===== src/rtl/block_pkg.sv =====
// ============================================================================
// Module      : block_pkg
// Description : Shared types and constants for the block scheduler.
// Revision    : 1.0 - initial release
// ============================================================================
`default_nettype none

package block_pkg;

    typedef struct packed {
        logic [17:0] spawn_time;
        logic [11:0] x;
        logic [11:0] y;
        logic        color;
        logic [2:0]  direction;
    } block_rec_t;

    localparam int         Z_VIS_MAX    = 3000;
    localparam logic [1:0] GAME_PLAYING = 2'd1;

    typedef enum logic [1:0] {
        S_IDLE   = 2'd0,
        S_SCAN   = 2'd1,
        S_DRAIN  = 2'd2,
        S_COMMIT = 2'd3
    } sched_state_t;

endpackage

`default_nettype wire


===== src/rtl/block_z_calc.sv =====
// ============================================================================
// Module      : block_z_calc
// Description : One-stage pipeline computing delta, z and visibility per record.
// Revision    : 1.0 - initial release
// ============================================================================
`default_nettype none

module block_z_calc
    import block_pkg::*;
#(
    parameter int Z_PER_TICK = 4
) (
    input  logic               clk_in,
    input  logic               rst_in,
    input  logic               i_valid,
    input  block_rec_t         i_rec,
    input  logic [7:0]         i_idx,
    input  logic [17:0]        i_time,
    output logic               o_valid,
    output logic               o_visible,
    output logic signed [13:0] o_z,
    output block_rec_t         o_rec,
    output logic [7:0]         o_idx
);

    logic signed [18:0] w_delta;
    logic signed [51:0] w_prod;
    logic               w_in_range;

    // Wide product so a far-future spawn can never wrap into the visible range
    assign w_delta    = $signed({1'b0, i_rec.spawn_time}) - $signed({1'b0, i_time});
    assign w_prod     = 52'(w_delta) * 52'(Z_PER_TICK);
    assign w_in_range = (w_prod <= 52'(Z_VIS_MAX));

    logic               r_valid;
    logic signed [18:0] r_delta;
    logic signed [13:0] r_z;
    logic               r_in_range;
    block_rec_t         r_rec;
    logic [7:0]         r_idx;

    always_ff @(posedge clk_in) begin
        if (!rst_in) begin
            r_valid    <= 1'b0;
            r_delta    <= '0;
            r_z        <= '0;
            r_in_range <= 1'b0;
            r_rec      <= '0;
            r_idx      <= '0;
        end else begin
            r_valid    <= i_valid;
            r_delta    <= w_delta;
            r_z        <= w_prod[13:0];
            r_in_range <= w_in_range;
            r_rec      <= i_rec;
            r_idx      <= i_idx;
        end
    end

    assign o_valid   = r_valid;
    assign o_visible = r_in_range & ~r_delta[18];
    assign o_z       = r_z;
    assign o_rec     = r_rec;
    assign o_idx     = r_idx;

endmodule

`default_nettype wire


===== src/rtl/block_scheduler.sv =====
// ============================================================================
// Module      : block_scheduler
// Description : Scans the block table each frame and commits the nearest
//               visible block. Optional BLOCK_SCHED_COUNT_EN adds a count.
// Revision    : 1.0 - initial release
// ============================================================================
`default_nettype none

module block_scheduler
    import block_pkg::*;
#(
    parameter int Z_PER_TICK  = 4,
    parameter int MAX_BLOCKS  = 256,
    parameter int MEM_LATENCY = 2
) (
    input  logic               clk_in,
    input  logic               rst_in,
    input  logic               new_frame_in,
    input  logic [1:0]         state,
    input  logic [17:0]        curr_time,
    input  logic [8:0]         num_blocks_in,
    output logic [7:0]         mem_addr_out,
    input  logic [45:0]        mem_data_in,
    output logic               block_visible,
    output logic [7:0]         curr_block_index_out,
    output logic [11:0]        block_x,
    output logic [11:0]        block_y,
    output logic signed [13:0] block_z,
    output logic               block_color,
    output logic [2:0]         block_direction,
    output logic               busy_out,
    output logic               scan_done_out
`ifdef BLOCK_SCHED_COUNT_EN
    ,
    output logic [8:0]         visible_count_out
`endif
);

    localparam logic [8:0] c_MAX_N      = 9'(MAX_BLOCKS);
    localparam logic [7:0] c_DRAIN_LAST = 8'(MEM_LATENCY);

    sched_state_t r_state, w_next;
    logic [17:0]  r_time;
    logic [8:0]   r_n;
    logic [8:0]   r_addr;
    logic [7:0]   r_drain;
    logic         r_pending;

    logic         w_go, w_start, w_issue, w_last_issue;
    logic [8:0]   w_n_clamped;

    assign w_go         = (state == GAME_PLAYING) && (num_blocks_in != 9'd0);
    assign w_n_clamped  = (num_blocks_in > c_MAX_N) ? c_MAX_N : num_blocks_in;
    assign w_last_issue = (r_state == S_SCAN) && (r_addr == r_n - 9'd1);

    always_ff @(posedge clk_in) begin
        if (!rst_in) r_state <= S_IDLE;
        else         r_state <= w_next;
    end

    always_comb begin
        w_next = r_state;
        case (r_state)
            S_IDLE:   if (new_frame_in) w_next = w_go ? S_SCAN : S_COMMIT;
            S_SCAN:   if (w_last_issue) w_next = S_DRAIN;
            S_DRAIN:  if (r_drain == c_DRAIN_LAST) w_next = S_COMMIT;
            S_COMMIT: begin
                if (r_pending || new_frame_in) w_next = w_go ? S_SCAN : S_COMMIT;
                else                           w_next = S_IDLE;
            end
            default:  w_next = S_IDLE;
        endcase
    end

    always_comb begin
        busy_out     = (r_state != S_IDLE);
        w_issue      = (r_state == S_SCAN);
        mem_addr_out = w_issue ? r_addr[7:0] : 8'd0;
        w_start      = ((r_state == S_IDLE) && new_frame_in) ||
                       ((r_state == S_COMMIT) && (r_pending || new_frame_in));
    end

    always_ff @(posedge clk_in) begin
        if (!rst_in) begin
            r_time    <= '0;
            r_n       <= '0;
            r_addr    <= '0;
            r_drain   <= '0;
            r_pending <= 1'b0;
        end else begin
            if (w_start) begin
                r_time <= curr_time;
                r_n    <= w_n_clamped;
                r_addr <= '0;
            end else if (w_issue) begin
                r_addr <= r_addr + 9'd1;
            end
            r_drain <= (r_state == S_DRAIN) ? r_drain + 8'd1 : 8'd0;
            if (w_start)                   r_pending <= 1'b0;
            else if (busy_out && new_frame_in) r_pending <= 1'b1;
        end
    end

    // Index travels alongside the read so it lines up with the returning data
    logic [MEM_LATENCY-1:0] r_vld_sr;
    logic [7:0]             r_idx_sr [MEM_LATENCY];

    always_ff @(posedge clk_in) begin
        if (!rst_in) begin
            r_vld_sr <= '0;
            for (int i = 0; i < MEM_LATENCY; i++) r_idx_sr[i] <= '0;
        end else begin
            r_vld_sr[0] <= w_issue;
            r_idx_sr[0] <= r_addr[7:0];
            for (int i = 1; i < MEM_LATENCY; i++) begin
                r_vld_sr[i] <= r_vld_sr[i-1];
                r_idx_sr[i] <= r_idx_sr[i-1];
            end
        end
    end

    block_rec_t         w_mem_rec;
    logic               w_z_valid, w_z_vis;
    logic signed [13:0] w_z;
    block_rec_t         w_z_rec;
    logic [7:0]         w_z_idx;

    assign w_mem_rec = block_rec_t'(mem_data_in);

    block_z_calc #(
        .Z_PER_TICK (Z_PER_TICK)
    ) u_z_calc (
        .clk_in    (clk_in),
        .rst_in    (rst_in),
        .i_valid   (r_vld_sr[MEM_LATENCY-1]),
        .i_rec     (w_mem_rec),
        .i_idx     (r_idx_sr[MEM_LATENCY-1]),
        .i_time    (r_time),
        .o_valid   (w_z_valid),
        .o_visible (w_z_vis),
        .o_z       (w_z),
        .o_rec     (w_z_rec),
        .o_idx     (w_z_idx)
    );

    logic               r_best_vld;
    logic signed [13:0] r_best_z;
    block_rec_t         r_best_rec;
    logic [7:0]         r_best_idx;

    // Strict less-than keeps the earliest index on a z tie
    always_ff @(posedge clk_in) begin
        if (!rst_in || w_start) begin
            r_best_vld <= 1'b0;
            r_best_z   <= '0;
            r_best_rec <= '0;
            r_best_idx <= '0;
        end else if (w_z_valid && w_z_vis && (!r_best_vld || (w_z < r_best_z))) begin
            r_best_vld <= 1'b1;
            r_best_z   <= w_z;
            r_best_rec <= w_z_rec;
            r_best_idx <= w_z_idx;
        end
    end

`ifdef BLOCK_SCHED_COUNT_EN
    logic [8:0] r_cnt;

    always_ff @(posedge clk_in) begin
        if (!rst_in || w_start)     r_cnt <= '0;
        else if (w_z_valid && w_z_vis) r_cnt <= r_cnt + 9'd1;
    end

    always_ff @(posedge clk_in) begin
        if (!rst_in)                  visible_count_out <= '0;
        else if (r_state == S_COMMIT) visible_count_out <= r_cnt;
    end
`endif

    always_ff @(posedge clk_in) begin
        if (!rst_in) begin
            block_visible        <= 1'b0;
            curr_block_index_out <= '0;
            block_x              <= '0;
            block_y              <= '0;
            block_z              <= '0;
            block_color          <= 1'b0;
            block_direction      <= '0;
            scan_done_out        <= 1'b0;
        end else begin
            scan_done_out <= (r_state == S_COMMIT);
            if (r_state == S_COMMIT) begin
                block_visible        <= r_best_vld;
                curr_block_index_out <= r_best_idx;
                block_x              <= r_best_rec.x;
                block_y              <= r_best_rec.y;
                block_z              <= r_best_z;
                block_color          <= r_best_rec.color;
                block_direction      <= r_best_rec.direction;
            end
        end
    end

endmodule

`default_nettype wire


===== config.mk =====
export PLATFORM = sky130hd
export DESIGN_NAME = block_scheduler
export DESIGN_NICKNAME = d
export VERILOG_FILES = /design/src/rtl/block_pkg.sv /design/src/rtl/block_z_calc.sv /design/src/rtl/block_scheduler.sv
export SDC_FILE = /design/constraint.sdc
export NUM_CORES = 1
export LEC_CHECK = 0
export CORE_MARGIN = 1.5
export CORE_UTILIZATION = 52
export DETAILED_ROUTE_END_ITERATION = 6
export HOLD_SLACK_MARGIN = 0.15
export MAX_ROUTING_LAYER = met4
export PLACE_DENSITY_LB_ADDON = 0.25
export RECOVER_POWER = 25
export SETUP_SLACK_MARGIN = 0.15
export SLEW_MARGIN = 10
export SYNTH_ARGS = -nofsm -noshare
export SYNTH_HDL_FRONTEND = slang
export SYNTH_SLANG_ARGS = --single-unit

===== constraint.sdc =====
create_clock -name clk_in -period 5.39 [get_ports clk_in]
set_input_delay 1.617 -clock clk_in [delete_from_list [all_inputs] [get_ports clk_in]]
set_output_delay 1.617 -clock clk_in [all_outputs]
set_load 0.01 [all_outputs]

Word level (Yosys, flattened, before mapping)
Memory sizes are Yosys's and may differ from the RTL's. A register that Yosys moved wholly into a read port is not among the register bits.
Index checks and enable logic that the tools add are counted.
- register bits after elaboration: 215
- memory bits (writable): 16
- input bits: 78
- output and inout bits: 61
- word-level logic and storage cells: 85
- memories: 1
- add/subtract/negate cells: 4
- magnitude comparators: 3
- equal/unequal tests: 9
- multiplexer cells: 12
- bitwise gates (word level): 5
- reduce and logical (&&, ||, !) cells: 20
- memory list (memory ; depth ; width ; rd ports ; clocked after memory_dff ; write ports ; line ; source):
    r_idx_sr ; 2 ; 8 ; 2 ; 1 ; 2 ; block_scheduler.sv:106 ; logic [7:0] r_idx_sr [MEM_LATENCY];
- operators by type and width (kind ; number):
    $mux 8 ; 3
    $le 21x13->1 const B ; 1
    $sub 18x18->19 ; 1
    $lt 14x14->1 ; 1
    $mux 2 ; 5
    $add 9x1->9 const B ; 1
    $eq 9x9->1 ; 1
    $gt 9x9->1 const B ; 1
    $mux 9 ; 1
    $reduce_bool 9->1 ; 1
    $sub 9x1->9 const B ; 1
    $add 8x1->8 const B ; 1
    $eq 8x2->1 const B ; 1
    $pmux 2 s4 ; 1
    $logic_and 1x1->1 ; 7
    $eq 2x1->1 const B ; 2
    $eq 2x2->1 const B ; 2
    $logic_or 1x1->1 ; 4
    $ne 2x2->1 const B ; 2
    $logic_not 1->1 ; 3
    $reduce_and 3->1 ; 1
    $logic_not 2->1 ; 1
    $mux 1 ; 2
    $ne 2x1->1 const B ; 1
    6 further kinds ; 8

Longest topological paths before layout
Gate-level depths: netlist (run 1).
- depth after elaboration: 5
- depth in mapped cells: 12
- mapped depth without buffers: 12

Modules after synthesis
A second synthesis (run 1) with hierarchy kept.
- cell total of the unflattened synthesis: 1105
- area total of the unflattened synthesis: 9809.4 um^2
- by module, submodules not included (module ; instances ; cells an instance ; area each (um^2) ; seq. area each (um^2)):
    block_scheduler ; 1 ; 809 ; 6894.1 ; 3363.2
    block_z_calc ; 1 ; 296 ; 2915.3 ; 1381.3

Least setup slack after synthesis (run 1)
No wires, ideal clock.
- path kind: input -> register
- start: in mem_data_in[28]
- end: reg u_z_calc.r_in_range
- library setup time: 0.058 ns
- data arrival time: 3.823 ns
- required time: 5.332 ns
- slack: 1.509 ns
- stages on the path: 12
- path buffers: 0
- cells stage by stage: inv_1 > ha_1 > inv_1 > fa_1 > a21oi_2 > a2bb2oi_2 > a21oi_2 > or2_1 > or4_4 > a311oi_2 > a21o_1 > a31o_1
- cells in the longest elaborated chain, start to end: 2
- RTL lines (item ; line ; source):
    from (decl) ; block_scheduler.sv:23 ; input logic [45:0] mem_data_in,
    $sub 18x18->19 ; block_z_calc.sv:31 ; assign w_delta = $signed({1'b0, i_rec.spawn_time}) - $signed({1'b0, i_time});
    $le 21x13->1 ; block_z_calc.sv:33 ; assign w_in_range = (w_prod <= 52'(Z_VIS_MAX));
    to (signal assigned) ; block_z_calc.sv:54 ; r_in_range <= w_in_range;
    to (decl) ; block_z_calc.sv:38 ; logic r_in_range;
Every way passes these cells.
A chain may end at the register's enable or synchronous reset.

Worst setup path in the final report (run 1)
- start: in rst_in
- end: reg r_best_idx[2]
- cells in the longest elaborated chain, start to end: 2
- RTL lines (item ; line ; source):
    from (decl) ; block_scheduler.sv:17 ; input logic rst_in,
    $logic_not 1->1 ; -- ;
    $logic_or 1x1->1 ; block_scheduler.sv:153 ; if (!rst_in || w_start) begin
    to (signal assigned) ; block_scheduler.sv:162 ; r_best_idx <= w_z_idx;
    to (decl) ; block_scheduler.sv:149 ; logic [7:0] r_best_idx;
Every way passes these cells.

==> results of run 1 <==
cell families after synthesis:
logic type | after synthesis | synth area share (%)
AND/OR/NAND/NOR | 382 | 20.6
AO/OA/AOI/OAI | 252 | 16.7
XOR/XNOR | 33 | 3.28
adder cells (fa/ha/maj) | 34 | 4.92
multiplexers | 6 | 0.682
other | 1 | 0.0426
buffers and inverters | 110 | 4.95
flip-flops | 215 | 48.9
synthesized netlist by cell type (3+ instances only):
cell / number / share of area (%)
dfxtp_1: 215 / 49
nand2_1: 163 / 7.0
a21oi_1: 130 / 7.4
and2_1: 70 / 5.0
o21ai_0: 63 / 3.6
nand3_1: 61 / 3.5
clkbuf_1: 55 / 2.3
nor2_1: 43 / 1.8
inv_1: 42 / 1.8
ha_1: 33 / 4.7
xor2_1: 21 / 2.1
xnor2_1: 12 / 1.2
a21o_1: 11 / 0.94
nor2b_1: 7 / 0.50
nor3_1: 7 / 0.40
buf_1: 6 / 0.26
mux2i_1: 6 / 0.68
nand2b_1: 6 / 0.43
nor4_1: 6 / 0.43
nand3b_1: 5 / 0.43
o21a_1: 5 / 0.43
and3_1: 4 / 0.28
a31oi_1: 3 / 0.21
buf_4: 3 / 0.26
o211ai_1: 3 / 0.26
o31a_1: 3 / 0.30
layout make-up:
cell class	instances	area [um2]
Timing Repair Buffer	145	1420
Sequential cell	215	4300
Clock buffer	33	632
Tap cell	220	275
Multi-Input combinational cell	709	4090
Inverter	42	158
Fill cell	1402	5630
Clock inverter	6	71.3
metal layers:
metal / routed length, um / GRT usage (%) / vias up
met3: 797 / 2.82 / 34
li1: - / - / 3681
met2: 9040 / 36.7 / 167
met4: 383 / 6.52 / 0
met5: 0 / - / -
met1: 9460 / 30.7 / 3313
registers in the layout, indices dropped and copies added (netlist names), 2 cells and up:
signal	cells
block_y	12
block_direction	3
block_x	12
u_z_calc.o_rec	28
r_best_rec	28
r_vld_sr	2
curr_block_index_out	8
block_z	12
r_n	9
r_drain	8
r_best_idx	8
u_z_calc.r_delta	2
u_z_calc.o_idx	8
r_idx_sr	16
u_z_calc.o_z	11
r_best_z	12
r_state	2
r_time	18
r_addr	9
power by group through the flow:
stage	clock, mW	combinational (mW)	sequential [mW]
after floorplan	0	0.374	1.71
after global placement	0	0.520	1.72
after detailed placement	0	0.525	1.72
after CTS	1.48	0.527	1.69
after global routing	1.55	0.588	1.69
final	1.46	0.523	1.69
worst max path at each step:
| stage | from | endpoint | slack, ps | cells past startpoint |
|---|---|---|---|---|
| finish | rst_in | r_best_idx[2]$_SDFFE_PP0P_ | 1110 | 5 |
| global route | rst_in | r_best_rec[10]$_SDFFE_PP0P_ | 740 | 5 |
| CTS | mem_data_in[28] | u_z_calc.r_in_range$_SDFF_PN0_ | 1450 | 13 |
| detailed placement | mem_data_in[28] | u_z_calc.r_in_range$_SDFF_PN0_ | 950 | 13 |
| global placement | mem_data_in[28] | u_z_calc.r_in_range$_SDFF_PN0_ | 980 | 13 |
| floorplan | mem_data_in[28] | u_z_calc.r_in_range$_SDFF_PN0_ | 1510 | 12 |
metrics by stage:
step	instances	power (mW)
floorplan	1034	2.08
global placement	1331	2.24
detailed placement	1331	2.25
CTS	1370	3.70
global route	1370	3.84
finish	1370	3.67
==> reports/metrics.csv, run 1 <==
metric,value,unit
Setup Skew,5.90,ps
share of post-route cells with drive strength above 1,4.61,%
Achievable Freq,0.234,GHz
Post-CTS Resized,0,
Final period util,79.4,%
status,finished with violations,
"reg-to-reg slack, setup",2270,ps
number of port buffers,136,
Least-Margin Pin Slew,1820,ps
R2R depth,5,
Max VDD drop,0.215,mV
Period minus WS final,4280,ps
RSZ-0062 raised after global routing,no,
Sw Share,25.4,%
Post-CTS Setup Bufs,0,
"Slew Viols, Final",72,
DRT Wirelength,19.7,mm
grt total ovfl,0,
"antenna viol nets, final",0,
PwrDens,335,nW/um2
Post-DP Area,10300,um2
Clock transition at path regs,60,ps
first-pass GRT wire length,32.9,mm
failing checks,"max-capacitance violations, max-slew violations",
DR vias/cell,5.25,
post-DP HPWL,13.0,mm
WS Path Type,input port to flip-flop,
TritonCTS clock tree,done,
synthesized cell area,8800,um2
drt initial violations,358,
Ys Warns,0,
Int Pwr,2.74,mW
post-layout util,66.1,%
hold_ws,430,ps
Crit path required time,5810,ps
Rows,47,
"most common cell after layout, fill and taps aside",dfxtp_1,
endpoints failing hold,0,
Setup Slack @ Placement,952,ps
Rel. slew slack,-21.6,%
max-cap violation count,2,
Clock Path Buffers,3,
critical path launch point type,input port,
sequential fraction of the synthesis area,48.9,%
crit-path cells,"clkbuf_1, clkbuf_1, nand2_2, buf_12, a21oi_1",
"EDFF count, synth",0,
CP dominant cell by count,clkbuf_1,
layout net count,1247,
"slowest stage delay, CP",1100,ps
via count,7195,
H-Tree Level Count,1,
final setup violation count,0,
most frequent cells in the layout,"215 x dfxtp_1, 161 x nand2_1, 135 x clkdlybuf4s50_1, 130 x a21oi_1, 62 x o21ai_0",
Fin Setup TNS,0,ps
"critical path fanouts, max",40,
worst-case hold path end point,u_z_calc.o_idx[6]$_SDFF_PN0_,
Worst Hold Class,flip-flop to flip-flop,
cts hold-fix bufs,0,
global placement routability congestion,0.828,
r2r startpoint,r_state[1]$_SDFFE_PN0P_,
main flop type after synthesis,dfxtp_1,
Core Box Area,16600,um2
critical path endpoint category,flip-flop,
buffers and inverters on the worst path,3,
worst hold stages,1,
final worst slack,1110,ps
crit-path leading delay family,buffers and inverters,
clk sinks,215,
Initial DRT Pass Iterations,5,
root buf cell,clkbuf_16,
Sw Pwr,0.932,mW
Die W,133,um
Leak,3.94,nW
Initial Utilization,53.1,%
post-synthesis register bit count,215,
part of the power in combinational logic,14.3,%
finished layout cell area,11000,um2
total track usage,22.9,%
n_diodes,0,
Layout area overhead,24.4,%
CP max stage cell,clkbuf_1,
sequential share of power,46.0,%
wire per inst,14.4,um
vias in the first global route,6880,
largest net degree at the start of global routing,53,
clk_lat worst skew,500,ps
I/O pin cnt,139,
CTS buffer count,22,
Post-synth ARST share,0,%
"Data arrival, critical path",4700,ps
post-synthesis cell count,1033,
Clock Power Share,39.7,%
reg-to-reg endpoint,r_best_idx[2]$_SDFFE_PP0P_,
HP Start,r_idx_sr[1][6]$_SDFF_PN0_,
average size of a mapped cell,8.52,um2
DRC viols,0,
Die Y,133,um
library cells used by synthesis,62,
full die area,17700,um2
initial antenna violation count,0,
Power figures use the tool's default switching activity.
==> run 2: changes to the inputs <==
Settings changed: CORE_UTILIZATION 52 to 48.
Clock period 5.39 ns to 3.6 ns, I/O delays scaled along.
==> run 2 against run 1 <==
  * The flow still finishes with violations (max-capacitance violations, max-slew violations)
  * Non-clock buffer count rose by 18
  * Sequential share of layout area decreased by 0.86 points
  * Register-to-register slack lost 1300 ps
  * Combinational power is 58% higher
  * Count of clock-buffer cells in the layout decreased by 1
  * Utilization fell by 3.7 points
==> reports/metrics.csv, run 2 (synthesis results as in run 1) <==
metric,value,unit,change
critical path launch point type,input port,,unchanged
final std cells w/o fill,1399,,was 1370
clk sinks,215,,unchanged
Period minus WS final,3340,ps,
Post-CTS Setup Bufs,0,,unchanged
Clock transition at path regs,60,ps,about the same
full die area,19200,um2,was 17700 um2
Die W,138,um,was 133 um
hold_ws,418,ps,was 430 ps
buffers and inverters on the worst path,3,,unchanged
Final period util,92.9,%,
total track usage,21.0,%,was 22.9%
RSZ-0062 raised after global routing,no,,unchanged
Post-CTS Resized,0,,unchanged
Least-Margin Pin Slew,1520,ps,was 1820 ps
CP max stage cell,or4_4,,was clkbuf_1
via count,7281,,was 7195
WS Path Type,input port to flip-flop,,unchanged
Setup Skew,24.0,ps,was 5.90 ps
Core Box Area,18000,um2,was 16600 um2
Layout area overhead,27.2,%,was 24.4%
crit-path leading delay family,compound AO/OA/AOI/OAI gates,,was buffers and inverters
max-cap violation count,2,,unchanged
share of post-route cells with drive strength above 1,6.75,%,was 4.61%
vias in the first global route,6872,,was 6880
"slowest stage delay, CP",480,ps,was 1100 ps
status,finished with violations,,unchanged
grt total ovfl,0,,unchanged
Max VDD drop,0.427,mV,was 0.215 mV
drt initial violations,390,,was 358
Die Y,138,um,was 133 um
wire per inst,14.3,um,was 14.4 um
clk_lat worst skew,510,ps,was 500 ps
H-Tree Level Count,1,,unchanged
I/O pin cnt,139,,unchanged
final setup violation count,0,,unchanged
DRC viols,0,,unchanged
crit-path cells,"clkdlybuf4s50_1, inv_1, ha_1, inv_1, fa_2, a21oi_2, a2bb2oi_2, a21oi_2, or2_1, or4_4, a311oi_2, a21o_1, a31o_1",,"was clkbuf_1, clkbuf_1, nand2_2, buf_12, a21oi_1"
first-pass GRT wire length,33.3,mm,was 32.9 mm
"critical path fanouts, max",3,,was 40
n_diodes,0,,unchanged
"Slew Viols, Final",64,,was 72
Crit path required time,4040,ps,was 5810 ps
"reg-to-reg slack, setup",940,ps,was 2270 ps
# fillers,1595,,was 1402
placed cells,1358,,was 1331
initial antenna violation count,0,,unchanged
failing checks,"max-capacitance violations, max-slew violations",,unchanged
"Data arrival, critical path",3780,ps,was 4700 ps
number of port buffers,136,,unchanged
PwrDens,516,nW/um2,was 335 nW/um2
root buf cell,clkbuf_16,,unchanged
CTS buffer count,23,,was 22
largest net degree at the start of global routing,64,,was 53
TritonCTS clock tree,done,,unchanged
layout net count,1266,,was 1247
Achievable Freq,0.299,GHz,
Initial DRT Pass Iterations,5,,unchanged
cts hold-fix bufs,0,,unchanged
Clock Path Buffers,3,,unchanged
Initial Utilization,49.0,%,was 53.1%
critical path endpoint category,flip-flop,,unchanged
post-DP HPWL,13.5,mm,was 13.0 mm
"antenna viol nets, final",0,,unchanged
DR vias/cell,5.20,,was 5.25
global placement routability congestion,0.916,,was 0.828
Rows,49,,was 47
"most common cell after layout, fill and taps aside",dfxtp_1,,unchanged
Rel. slew slack,-1.21,%,was -21.6%
Fin Setup TNS,0,ps,unchanged
most frequent cells in the layout,"215 x dfxtp_1, 161 x nand2_1, 135 x clkdlybuf4s50_1, 130 x a21oi_1, 62 x o21ai_0",,unchanged
Leak,4.10,nW,was 3.94 nW
endpoints failing hold,0,,unchanged
Worst Hold Class,flip-flop to flip-flop,,unchanged
DRT Wirelength,20.0,mm,was 19.7 mm
[run 2: worst paths after layout]
path,startpoint,endpoint,cells after the start
hold / removal,r_idx_sr[1][4]$_SDFF_PN0_,u_z_calc.o_idx[4]$_SDFF_PN0_,1
setup / recovery,mem_data_in[28],u_z_calc.r_in_range$_SDFF_PN0_,13
hold reg to reg,r_idx_sr[1][4]$_SDFF_PN0_,u_z_calc.o_idx[4]$_SDFF_PN0_,1
setup reg to reg,r_best_z[3]$_SDFFE_PP0P_,r_best_idx[3]$_SDFFE_PP0P_,10
[run 2: final cells by class]
type | instances | area, um2 | share of cell area (%)
inverters | 42 | 158 | 1.41
well taps | 229 | 287 | 2.56
multi-input cells | 709 | 4090 | 36.5
flip-flops and latches | 215 | 4300 | 38.4
clock inverters | 9 | 128 | 1.14
repair buffers | 163 | 1560 | 14.0
clock buffers | 32 | 669 | 5.98
[run 2: report_power, final]
part	internal, mW	leakage (nW)	switching, mW
combinational	0.373	1.96	0.452
clock	1.51	0.397	0.909
sequential	2.47	1.75	0.0594
[run 2: through the flow]
step           power, mW  utilization, %  area [um2]  worst slack, ps
2_1_floorplan       3.12               -        8810              256
6_report            5.78            62.4       11200              256
5_1_grt             6.03            62.4       11200              162
3_5_place_dp        3.40            58.0       10400             -317
3_3_place_gp        3.39            58.0       10400             -274
4_1_cts             5.83            62.4       11200              194
[run 2: routing by layer]
layer | vias up | GRT usage (%) | part of all wire (%)
met1 | 3375 | 28.0 | 48
met4 | 0 | 4.99 | 1.9
met2 | 159 | 33.9 | 46
met3 | 29 | 2.74 | 3.7
met5 | - | - | 0
li1 | 3718 | - | -
